$ cat config.mk
export PLATFORM = sky130hd
export DESIGN_NAME = ebpc_data_packer
export DESIGN_NICKNAME = d
export VERILOG_FILES = /design/src/rtl/ebpc_data_packer.sv
export SDC_FILE = /design/constraint.sdc
export NUM_CORES = 1
export LEC_CHECK = 0
export CORE_UTILIZATION = 40
export CTS_CLUSTER_SIZE = 20
export DETAILED_ROUTE_END_ITERATION = 8
export PLACE_DENSITY = 0.7
export SLEW_MARGIN = 20
export SYNTH_ARGS = -nofsm -noshare
export SYNTH_HDL_FRONTEND = slang
export SYNTH_SLANG_ARGS = --single-unit
$ cat constraint.sdc
create_clock -name clk_i -period 5.5 [get_ports clk_i]
set_input_delay 0.825 -clock clk_i [delete_from_list [all_inputs] [get_ports clk_i]]
set_output_delay 0.825 -clock clk_i [all_outputs]
set_load 0.1 [all_outputs]
$ cat src/rtl/ebpc_data_packer.sv
// ebpc_data_packer: collects narrow decoded words into PACK-word beats with a
// per-lane keep mask, and rebuilds frame boundaries (last) from the per-frame
// word count supplied alongside the decoder stream.
module ebpc_data_packer #(
  parameter  int DATA_W        = 8,
  parameter  int LOG_MAX_WORDS = 24,
  parameter  int PACK          = 4,
  localparam int OUT_W         = DATA_W * PACK
) (
  input  logic                     clk_i,
  input  logic                     rst_i,
  input  logic [LOG_MAX_WORDS-1:0] num_words_i,
  input  logic                     num_words_vld_i,
  output logic                     num_words_rdy_o,
  input  logic [DATA_W-1:0]        data_i,
  input  logic                     vld_i,
  output logic                     rdy_o,
  output logic [OUT_W-1:0]         data_o,
  output logic [PACK-1:0]          keep_o,
  output logic                     last_o,
  output logic                     vld_o,
  input  logic                     rdy_i
);

  localparam int LANE_W = $clog2(PACK);

  typedef enum logic [1:0] {IDLE, FILL, OUT} state_e;

  state_e                   state_q, state_d;
  logic [LOG_MAX_WORDS-1:0] rem_q, rem_d;
  logic [LANE_W-1:0]        lane_q, lane_d;
  logic [OUT_W-1:0]         data_q, data_d;
  logic [PACK-1:0]          keep_q, keep_d;
  logic                     last_q, last_d;
  logic                     word_acc;

  // Remaining-word count never wraps below zero.
  function automatic logic [LOG_MAX_WORDS-1:0] dec_sat(input logic [LOG_MAX_WORDS-1:0] v);
    return (v == '0) ? v : v - 1'b1;
  endfunction

  // Handshake strobes decoded from state; forced low while reset is held.
  always_comb begin
    num_words_rdy_o = 1'b0;
    rdy_o           = 1'b0;
    vld_o           = 1'b0;
    if (!rst_i) begin
      case (state_q)
        IDLE:    num_words_rdy_o = 1'b1;
        FILL:    rdy_o = 1'b1;
        // A last beat must drain before the next frame's count is taken,
        // so input is only passed through for non-last beats.
        OUT: begin
          vld_o = 1'b1;
          rdy_o = rdy_i & ~last_q;
        end
        default: ;
      endcase
    end
  end

  assign word_acc = vld_i & rdy_o;

  // Next-state: count capture, lane filling, and beat hand-off.
  always_comb begin
    state_d = state_q;
    rem_d   = rem_q;
    lane_d  = lane_q;
    data_d  = data_q;
    keep_d  = keep_q;
    last_d  = last_q;
    case (state_q)
      IDLE: begin
        if (num_words_vld_i) begin
          rem_d   = num_words_i;
          lane_d  = '0;
          data_d  = '0;
          keep_d  = '0;
          // An empty frame still produces one empty last beat.
          last_d  = (num_words_i == '0);
          state_d = (num_words_i == '0) ? OUT : FILL;
        end
      end
      FILL: begin
        if (word_acc) begin
          data_d[lane_q*DATA_W +: DATA_W] = data_i;
          keep_d[lane_q] = 1'b1;
          rem_d  = dec_sat(rem_q);
          lane_d = lane_q + LANE_W'(1);
          if (lane_q == LANE_W'(PACK-1) || rem_q == LOG_MAX_WORDS'(1)) begin
            lane_d  = '0;
            last_d  = (rem_q == LOG_MAX_WORDS'(1));
            state_d = OUT;
          end
        end
      end
      OUT: begin
        if (rdy_i) begin
          data_d = '0;
          keep_d = '0;
          lane_d = '0;
          last_d = 1'b0;
          if (last_q) begin
            state_d = IDLE;
          end else begin
            state_d = FILL;
            // Word overlapping the beat hand-off starts the next beat.
            if (vld_i) begin
              data_d[DATA_W-1:0] = data_i;
              keep_d[0] = 1'b1;
              rem_d     = dec_sat(rem_q);
              lane_d    = LANE_W'(1);
              if (rem_q == LOG_MAX_WORDS'(1)) begin
                lane_d  = '0;
                last_d  = 1'b1;
                state_d = OUT;
              end
            end
          end
        end
      end
      default: state_d = IDLE;
    endcase
  end

  // State and beat registers; reset discards any partial beat.
  always_ff @(posedge clk_i) begin
    if (rst_i) begin
      state_q <= IDLE;
      rem_q   <= '0;
      lane_q  <= '0;
      data_q  <= '0;
      keep_q  <= '0;
      last_q  <= 1'b0;
    end else begin
      state_q <= state_d;
      rem_q   <= rem_d;
      lane_q  <= lane_d;
      data_q  <= data_d;
      keep_q  <= keep_d;
      last_q  <= last_d;
    end
  end

  assign data_o = data_q;
  assign keep_o = keep_q;
  assign last_o = last_q;

endmodule

==> results.sh, run 1 <==
export IMPL_coreArea_um2=8891
export IMPL_critPathLaunchType="flop"
export IMPL_cts_root_buf="clkbuf_8"
export IMPL_cts_buffers_inserted=9
export IMPL_slew_violations=0
export IMPL_cts_num_sinks=65
export IMPL_track_usage_pct=21.41
export IMPL_port_buffers=76
export IMPL_synthToLayoutAreaGrowth_pct=26.01
export IMPL_post_cts_setup_buffers=0
export IMPL_period_minus_slack_ns=3.659
export IMPL_power_mw=2.480
export IMPL_clk_path_buf_depth=2
export IMPL_hold_viol_final=0
export IMPL_synth_edf_count=0
export IMPL_highest_layer="met4"
export IMPL_wire_per_inst_um=16.66
export IMPL_seqCellArea_um2=1301
export IMPL_synth_top_family_by_area="compound AO/OA/AOI/OAI gates"
export IMPL_grt_max_degree=46
export IMPL_cts_hold_buf=0
export IMPL_drc=8
export IMPL_synth_async_sr_flop_share_pct=0
export IMPL_combPwrFrac_pct=55.9
export IMPL_drt_iter0_drc=290
export IMPL_cap_violations=0
export IMPL_synth_cells=441
export IMPL_yosys_warnings=0
export IMPL_die_w_um=98.55
export IMPL_dp_hpwl_um=7112
export IMPL_synth_area_leaders="dfxtp_1 (35%), a21oi_1 (6.4%), ha_1 (5.0%)"
export IMPL_grt_pass1_wl_um=16810
export IMPL_hp_class="flop to flop"
export IMPL_synth_ff_type="dfxtp_1"
export IMPL_synthMuxAreaShare_pct=1.074
export IMPL_avgSynthCellArea_um2=8.455
export IMPL_syn_cell_area_um2=3729
export IMPL_clkLatencyLatePin_ns=0.35
export IMPL_power_density_nw_per_um2=527.9
export IMPL_synthXorXnorAreaFrac_pct=0
export IMPL_drtPass1Iterations=7
export IMPL_synth_common_cells="dfxtp_1 (65), a21oi_1 (48), nand2_1 (42), nor2_1 (36), nor3_1 (20)"
export IMPL_io_pins=77
export IMPL_leakage_nw=1.699
export IMPL_worstSetupEndpointType="primary output"
export IMPL_cts_tree="yes"
export IMPL_cts_resized=0
export IMPL_drt_wl_total_um=10240
export IMPL_max_slew_margin_pct=24.67
export IMPL_worstPathArrival_ns=2.83
export IMPL_vdd_ir_drop_max_mv=0.3950
export IMPL_initial_core_util_pct=41.94
export IMPL_synth_fa_ha_area_share_pct=5.034
export IMPL_synth_nets=493
export IMPL_synth_simple_area_share_pct=25.13
export IMPL_num_vias=3701
export IMPL_antenna_left=0
export IMPL_diodes=0
export IMPL_seq_power_share_pct=27.2
export IMPL_finalClockSkew_ns=0.01758
export IMPL_via_per_inst=6.018
export IMPL_dr_wl_met3_um=638
export IMPL_yosysSeqAreaShare_pct=34.90
export IMPL_critPathKind="flop to primary output"
export IMPL_wl_met2_um=4860
export IMPL_setup_violations=0
export IMPL_ys_ff_latch=65
export IMPL_fp_dieH_um=98.55
export IMPL_gr_total_overflow=0
export IMPL_clkPwrFrac_pct=16.9
export IMPL_synth_top_area_share_pct=34.90
export IMPL_period_share_pct=66.52
export IMPL_nNetsFinal=554
export IMPL_num_fill_cells=829
export IMPL_htree_levels=3
export IMPL_fmax_ghz=0.2733
export IMPL_yosysMostFrequentCell="dfxtp_1"
export IMPL_rows=34
export IMPL_yosys_area_top_type="dfxtp_1"
export IMPL_p_switching_mw=1.235
export IMPL_ys_types=56
export IMPL_antenna_found_initial=0
export IMPL_setup_tns_ns=0
export IMPL_grt_pass1_vias=3388
export IMPL_violations="design-rule violations"
export IMPL_rsz0062_at_grt="no"
export IMPL_cp_max_fo=33
export IMPL_internal_power_mw=1.246
export IMPL_drive_above_1_share_pct=10.06
export IMPL_required_ns=4.68
export IMPL_synth_compound_area_share_pct=28.26
export IMPL_multi_input_area_um2=2218
export IMPL_clk_pin_slew_worst_paths_ns=0.09
export IMPL_wl_met1_um=4621
export IMPL_die_area_um2=9711
export IMPL_gp_congestion=0.8093
export IMPL_status="finished with violations"
export IMPL_switching_share_pct=49.78
export IMPL_max_slew_worst_pin_slew_ns=1.127
==> area by class of cell <==
| type | count | area share, % |
|---|---|---|
| Clock buffer | 9 | 2.636 |
| Timing Repair Buffer | 80 | 16.72 |
| Sequential cell | 65 | 27.70 |
| Clock inverter | 7 | 1.651 |
| Multi-Input combinational cell | 331 | 47.22 |
| Tap cell | 108 | 2.876 |
| Inverter | 15 | 1.198 |
==> power by group through the flow <==
stage	Sequential, mW	Combinational, mW	Clock (mW)
final	0.675	1.39	0.418
after global routing	0.688	1.51	0.445
after CTS	0.671	1.37	0.426
after detailed placement	0.682	1.36	0
after floorplan	0.737	1.03	0
after global placement	0.680	1.34	0
==> stage by stage <==
step                      utilization (%)  hold slack [ns]  cells  setup slack (ns)  instance area (um2)
after floorplan                         -           0.4660    441             1.193                 3729
after global placement              50.58           0.4414    599             2.008                 4497
after detailed placement            50.58           0.4434    599             1.993                 4497
after CTS                           52.84           0.4547    615             1.811                 4698
after global routing                52.84           0.4724    615             1.707                 4698
final                               52.84           0.4514    615             1.841                 4698
==> routing by layer <==
metal / track usage, % / vias to the layer above
met5: 0 / -
met2: 34.45 / 154
met1: 28.83 / 1749
li1: - / 1784
met4: 6.774 / 0
met3: 4.326 / 14
==> logic make-up (layout without fill, tap and decap cells) <==
kind of cell | after synthesis | after routing
and+or+nand+nor | 179 | 179
AOI/OAI and AO/OA | 133 | 133
DFF | 65 | 65
muxes | 4 | 4
buffers and inverters | 45 | 111
adders and majority gates | 15 | 15
==> worst max-delay path: stages, from the launching register on <==
cell and delay, ns:
dfxtp_1 0.38, inv_1 0.09, ha_1 0.28, buf_4 0.34, inv_2 0.06, nor3_1 0.18, clkdlybuf4s50_1 1.15
==> registers in the layout, summed over array words and instances, names as in the netlist <==
signal / cells
lane_q: 2
state_q: 2
keep_o: 4
rem_q: 24
data_o: 32
last_o: 1
==> path summary, 6_finish.rpt <==
path	start	to	slack [ns]	cells past startpoint
worst min register to register	data_o[29]	data_o[29]	0.45	2
worst min-delay path	data_o[29]	data_o[29]	0.45	2
worst max-delay path	state_q[1]	rdy_o	1.84	6
worst max register to register	state_q[1]	rem_q[0]	2.31	9
==> layout by cell type, fill, tap and decap left out, types with 5 or more instances in the layout <==
master            n
a22oi_1          11
o32ai_1           5
o311ai_1         10
a211oi_1          7
nand4_1           5
ha_1             15
nand2_1          42
a21oi_1          48
clkdlybuf4s50_1  75
nor2b_1           7
o21ai_0           5
nor3_1           20
nand3_1          18
and3_1           10
and4_1            6
inv_1            14
clkbuf_8          9
o31ai_2          14
dfxtp_1          65
or3_1             6
nor4_1           14
a22o_1            7
nor2_1           36
No activity file was read; power rests on OpenSTA's default activity.
==> run 2, diff against run 1 <==
==> constraint.sdc (replaced) <==
create_clock -name clk_i -period 3.74 [get_ports clk_i]
set_input_delay 0.561 -clock clk_i [delete_from_list [all_inputs] [get_ports clk_i]]
set_output_delay 0.561 -clock clk_i [all_outputs]
set_load 0.1 [all_outputs]
==> results.sh, run 2 (same netlist as run 1, synthesis figures left out) <==
export IMPL_io_pins=77
export IMPL_slew_violations=0
export IMPL_cts_buffers_inserted=9
export IMPL_gp_congestion=0.8575
export IMPL_htree_levels=3
export IMPL_max_slew_worst_pin_slew_ns=0.9845
export IMPL_setup_violations=0
export IMPL_grt_max_degree=46
export IMPL_hold_worst_slack_ns=0.4508
export IMPL_cap_violations=0
export IMPL_largest_reg_flops=32
export IMPL_status="finished with violations"
export IMPL_grt_pass1_vias=3493
export IMPL_hold_viol_final=0
export IMPL_critPathLaunchType="flop"
export IMPL_die_w_um=98.55
export IMPL_worstSetupEndpointType="flop"
export IMPL_synthToLayoutAreaGrowth_pct=26.68
export IMPL_drtPass1Iterations=9
export IMPL_die_area_um2=9711
export IMPL_drt_wl_total_um=10580
export IMPL_dp_hpwl_um=7426
export IMPL_antenna_found_initial=0
export IMPL_num_vias=3735
export IMPL_via_per_inst=6.053
export IMPL_wire_per_inst_um=17.15
export IMPL_clk_path_buf_depth=2
export IMPL_cts_tree="yes"
export IMPL_final_common_cell="clkdlybuf4s50_1"
export IMPL_cts_root_buf="clkbuf_8"
export IMPL_setup_tns_ns=0
export IMPL_fp_dieH_um=98.55
export IMPL_required_ns=3.94
export IMPL_cp_startpoint="state_q[0]"
export IMPL_cts_hold_buf=0
export IMPL_gr_total_overflow=0
export IMPL_diodes=0
export IMPL_worstPathArrival_ns=3.04
export IMPL_rows=34
export IMPL_hp_start="data_o[28]"
export IMPL_hp_class="flop to flop"
export IMPL_finalClockSkew_ns=0.01626
export IMPL_layout_common_cells="clkdlybuf4s50_1 (72), dfxtp_1 (65), a21oi_1 (48)"
export IMPL_antenna_left=0
export IMPL_drt_iter0_drc=254
export IMPL_track_usage_pct=21.76
export IMPL_period_minus_slack_ns=2.841
export IMPL_port_buffers=76
export IMPL_drive_above_1_share_pct=11.20
export IMPL_rsz0062_at_grt="no"
export IMPL_coreArea_um2=8891
export IMPL_max_slew_margin_pct=34.16
export IMPL_post_cts_setup_buffers=0
export IMPL_cts_resized=0
export IMPL_violations="design-rule violations"
export IMPL_power_density_nw_per_um2=776.1
export IMPL_leakage_nw=1.718
export IMPL_critPathKind="flop to flop"
export IMPL_cp_max_fo=15
export IMPL_drc=6
export IMPL_period_share_pct=75.95
export IMPL_clkLatencyLatePin_ns=0.35
export IMPL_nNetsFinal=556
export IMPL_grt_pass1_wl_um=17060
export IMPL_vdd_ir_drop_max_mv=0.4896
export IMPL_cts_num_sinks=65
export IMPL_r2r_start="state_q[0]"
export IMPL_fmax_ghz=0.3520
export IMPL_initial_core_util_pct=41.94
export IMPL_clk_pin_slew_worst_paths_ns=0.09
==> run 2: critical path, cell delays in order, from the launching register on <==
cell and delay, ns:
dfxtp_1 0.37, inv_1 0.08, ha_1 0.50, nand3b_4 0.14
a2111oi_4 0.78, o21ai_1 0.46, a22oi_1 0.29, nor2_1 0.07
==> run 2: final timing paths <==
check	to	slack (ns)	depth (start not counted)
worst max-delay path	data_o[7]	0.90	7
worst min-delay path	data_o[28]	0.45	2
worst max register to register	data_o[7]	0.90	7
worst min register to register	data_o[28]	0.45	2
==> run 2: final cells by class <==
type                            instances  area (um2)
Inverter                               15       56.30
Fill cell                             816        4168
Tap cell                              108       135.1
Timing Repair Buffer                   82       805.8
Clock buffer                            9       123.9
Multi-Input combinational cell        331        2223
Clock inverter                          7       77.57
Sequential cell                        65        1301
==> run 2: metal layers <==
layer	vias to the layer above	global-route usage, %	share of wire (%)
met1	1776	28.33	44
met4	0	5.511	1.0
met5	-	0	0
li1	1793	-	-
met2	156	36.62	48
met3	10	4.752	6.6
==> run 2: per-stage QoR <==
step / cells / util (%) / area (um2) / power [mW] / setup slack, ns
2_1_floorplan: 441 / - / 3734 / 2.598 / 0.5416
3_3_place_gp: 601 / 50.86 / 4522 / 2.993 / 0.8650
3_5_place_dp: 601 / 50.86 / 4522 / 3.036 / 0.7431
4_1_cts: 617 / 53.12 / 4723 / 3.653 / 0.8994
5_1_grt: 617 / 53.12 / 4723 / 3.905 / 0.6850
6_report: 617 / 53.12 / 4723 / 3.666 / 0.8994
==> run 2: where the power goes <==
group | total [mW] | internal (mW) | leakage (nW) | switching (mW)
sequential | 0.994 | 0.834 | 0.528 | 0.160
combinational | 2.06 | 0.699 | 1.09 | 1.36
clock | 0.614 | 0.313 | 0.100 | 0.301
total | 3.67 | 1.85 | 1.72 | 1.82
==> RTL change: new RTL, settings of run 2 <==
Change the parameter `DATA_W` from 8 to 6.
--- a/src/rtl/ebpc_data_packer.sv
+++ b/src/rtl/ebpc_data_packer.sv
@@ -2,7 +2,7 @@
 // per-lane keep mask, and rebuilds frame boundaries (last) from the per-frame
 // word count supplied alongside the decoder stream.
 module ebpc_data_packer #(
-  parameter  int DATA_W        = 8,
+  parameter  int DATA_W        = 6,
   parameter  int LOG_MAX_WORDS = 24,
   parameter  int PACK          = 4,
   localparam int OUT_W         = DATA_W * PACK
Interface: changed (resized data_i and data_o); port bits go from 77 to 67. The function was not compared with the original's and may differ.
==> RTL change against run 2 <==
- total power is 3.8% lower
- area after synthesis grew 0.10%
- sequential cell count shrank 8
- clock skew shrank 0.0036 ns
- utilization fell by 0.21 points
- routed wire length grew 7.0%
- final area shrank 0.40%
- worst setup slack worse by 0.13 ns
==> RTL change: results <==
{
  "status": "finished clean",
  "grt_pass1_wl_um": 19100,
  "dp_cells": 612,
  "drtIter0Drc": 369,
  "drt_first_pass_iters": 5,
  "synthArstFlopShare_pct": 0,
  "netlist_top_cells_count": "dfxtp_1, nand2_1, a21oi_1, nor2_1, clkbuf_1",
  "arrival_ns": 3.26,
  "synth_area_leaders": "dfxtp_1, ha_1, a21oi_1",
  "port-buffer-count": 66,
  "cp_max_fo": 18,
  "ctsHtreeMaxLevel": 3,
  "synth_fp_nets": 512,
  "leakage_uw": 0.00162,
  "grt_max_degree": 50,
  "wl_per_cell_um": 18.0,
  "fillers": 865,
  "ys_types": 66,
  "grt_pass1_vias": 3763,
  "gp_congestion": 0.834,
  "skew_ns": 0.0127,
  "fin_nets": 565,
  "cts_buffers": 9,
  "vias_per_cell": 6.35,
  "track_usage_pct": 24.1,
  "ir_worst_vdd_mv": 0.420,
  "dp_hpwl_um": 7840,
  "routed_wirelength_um": 11300,
  "drive_gt1_share_pct": 9.42,
  "ys_seq_area_share_pct": 30.6,
  "tightest_slew_ns": 0.978,
  "synth_area_per_cell_um2": 8.08,
  "clockBufferDepth": 2
}
## RTL change: layer usage
metal / track usage [%] / part of all wire (%)
met5: 0 / 0
met4: 7.92 / 1.6
met3: 4.11 / 6.6
met2: 37.9 / 46
met1: 33.4 / 46
## RTL change: final timing paths
kind | startpoint | slack, ns | endpoint
setup / recovery | lane_q[0] | 0.77 | data_o[4]
setup reg to reg | lane_q[0] | 0.77 | data_o[4]
hold / removal | data_o[0] | 0.47 | data_o[0]
hold reg to reg | data_o[0] | 0.47 | data_o[0]
## RTL change: layout make-up
cell class / instances / area, um^2 / share of cell area [%]
clock buffer: 9 / 124 / 2.63
multi-input combinational: 353 / 2390 / 50.9
tap: 108 / 135 / 2.87
sequential: 57 / 1140 / 24.3
inverter: 17 / 63.8 / 1.36
timing repair buffer: 77 / 743 / 15.8
clock inverter: 7 / 103 / 2.18
## RTL change: where the power goes
part / switching, uW / internal [uW] / leakage, uW / total [uW]
Combinational: 1320 / 668 / 0.00105 / 1990
Sequential: 142 / 726 / 0.000464 / 868
Clock: 288 / 380 / 0.000110 / 668
Total: 1750 / 1770 / 0.00162 / 3530
## RTL change: metrics by stage
step           cell area, um^2  hold slack [ns]  worst slack, ns  utilization [%]
2_1_floorplan             3740            0.457            0.452                -
3_3_place_gp              4480            0.461            0.974             50.4
3_5_place_dp              4480            0.466            0.799             50.4
4_1_cts                   4700            0.477            0.784             52.9
5_1_grt                   4700            0.498            0.577             52.9
6_report                  4700            0.472            0.766             52.9
## RTL change: cell families after synthesis
kind of cell,Yosys count,synth area share [%]
flops,57,30.6
buf+inv,52,5.56
xor+xnor,1,0.235
simple gates,176,25.9
fa+ha+maj,15,5.03
compound gates,156,31.3
mux,5,1.37
## RTL change: critical path, cell delays in order, from the launching register on
cell	delay (ns)
dfxtp_1	0.71
clkinv_1	0.20
ha_1	0.67
inv_1	0.22
or4_1	0.57
a311oi_1	0.30
a31oi_1	0.07
a21oi_1	0.17
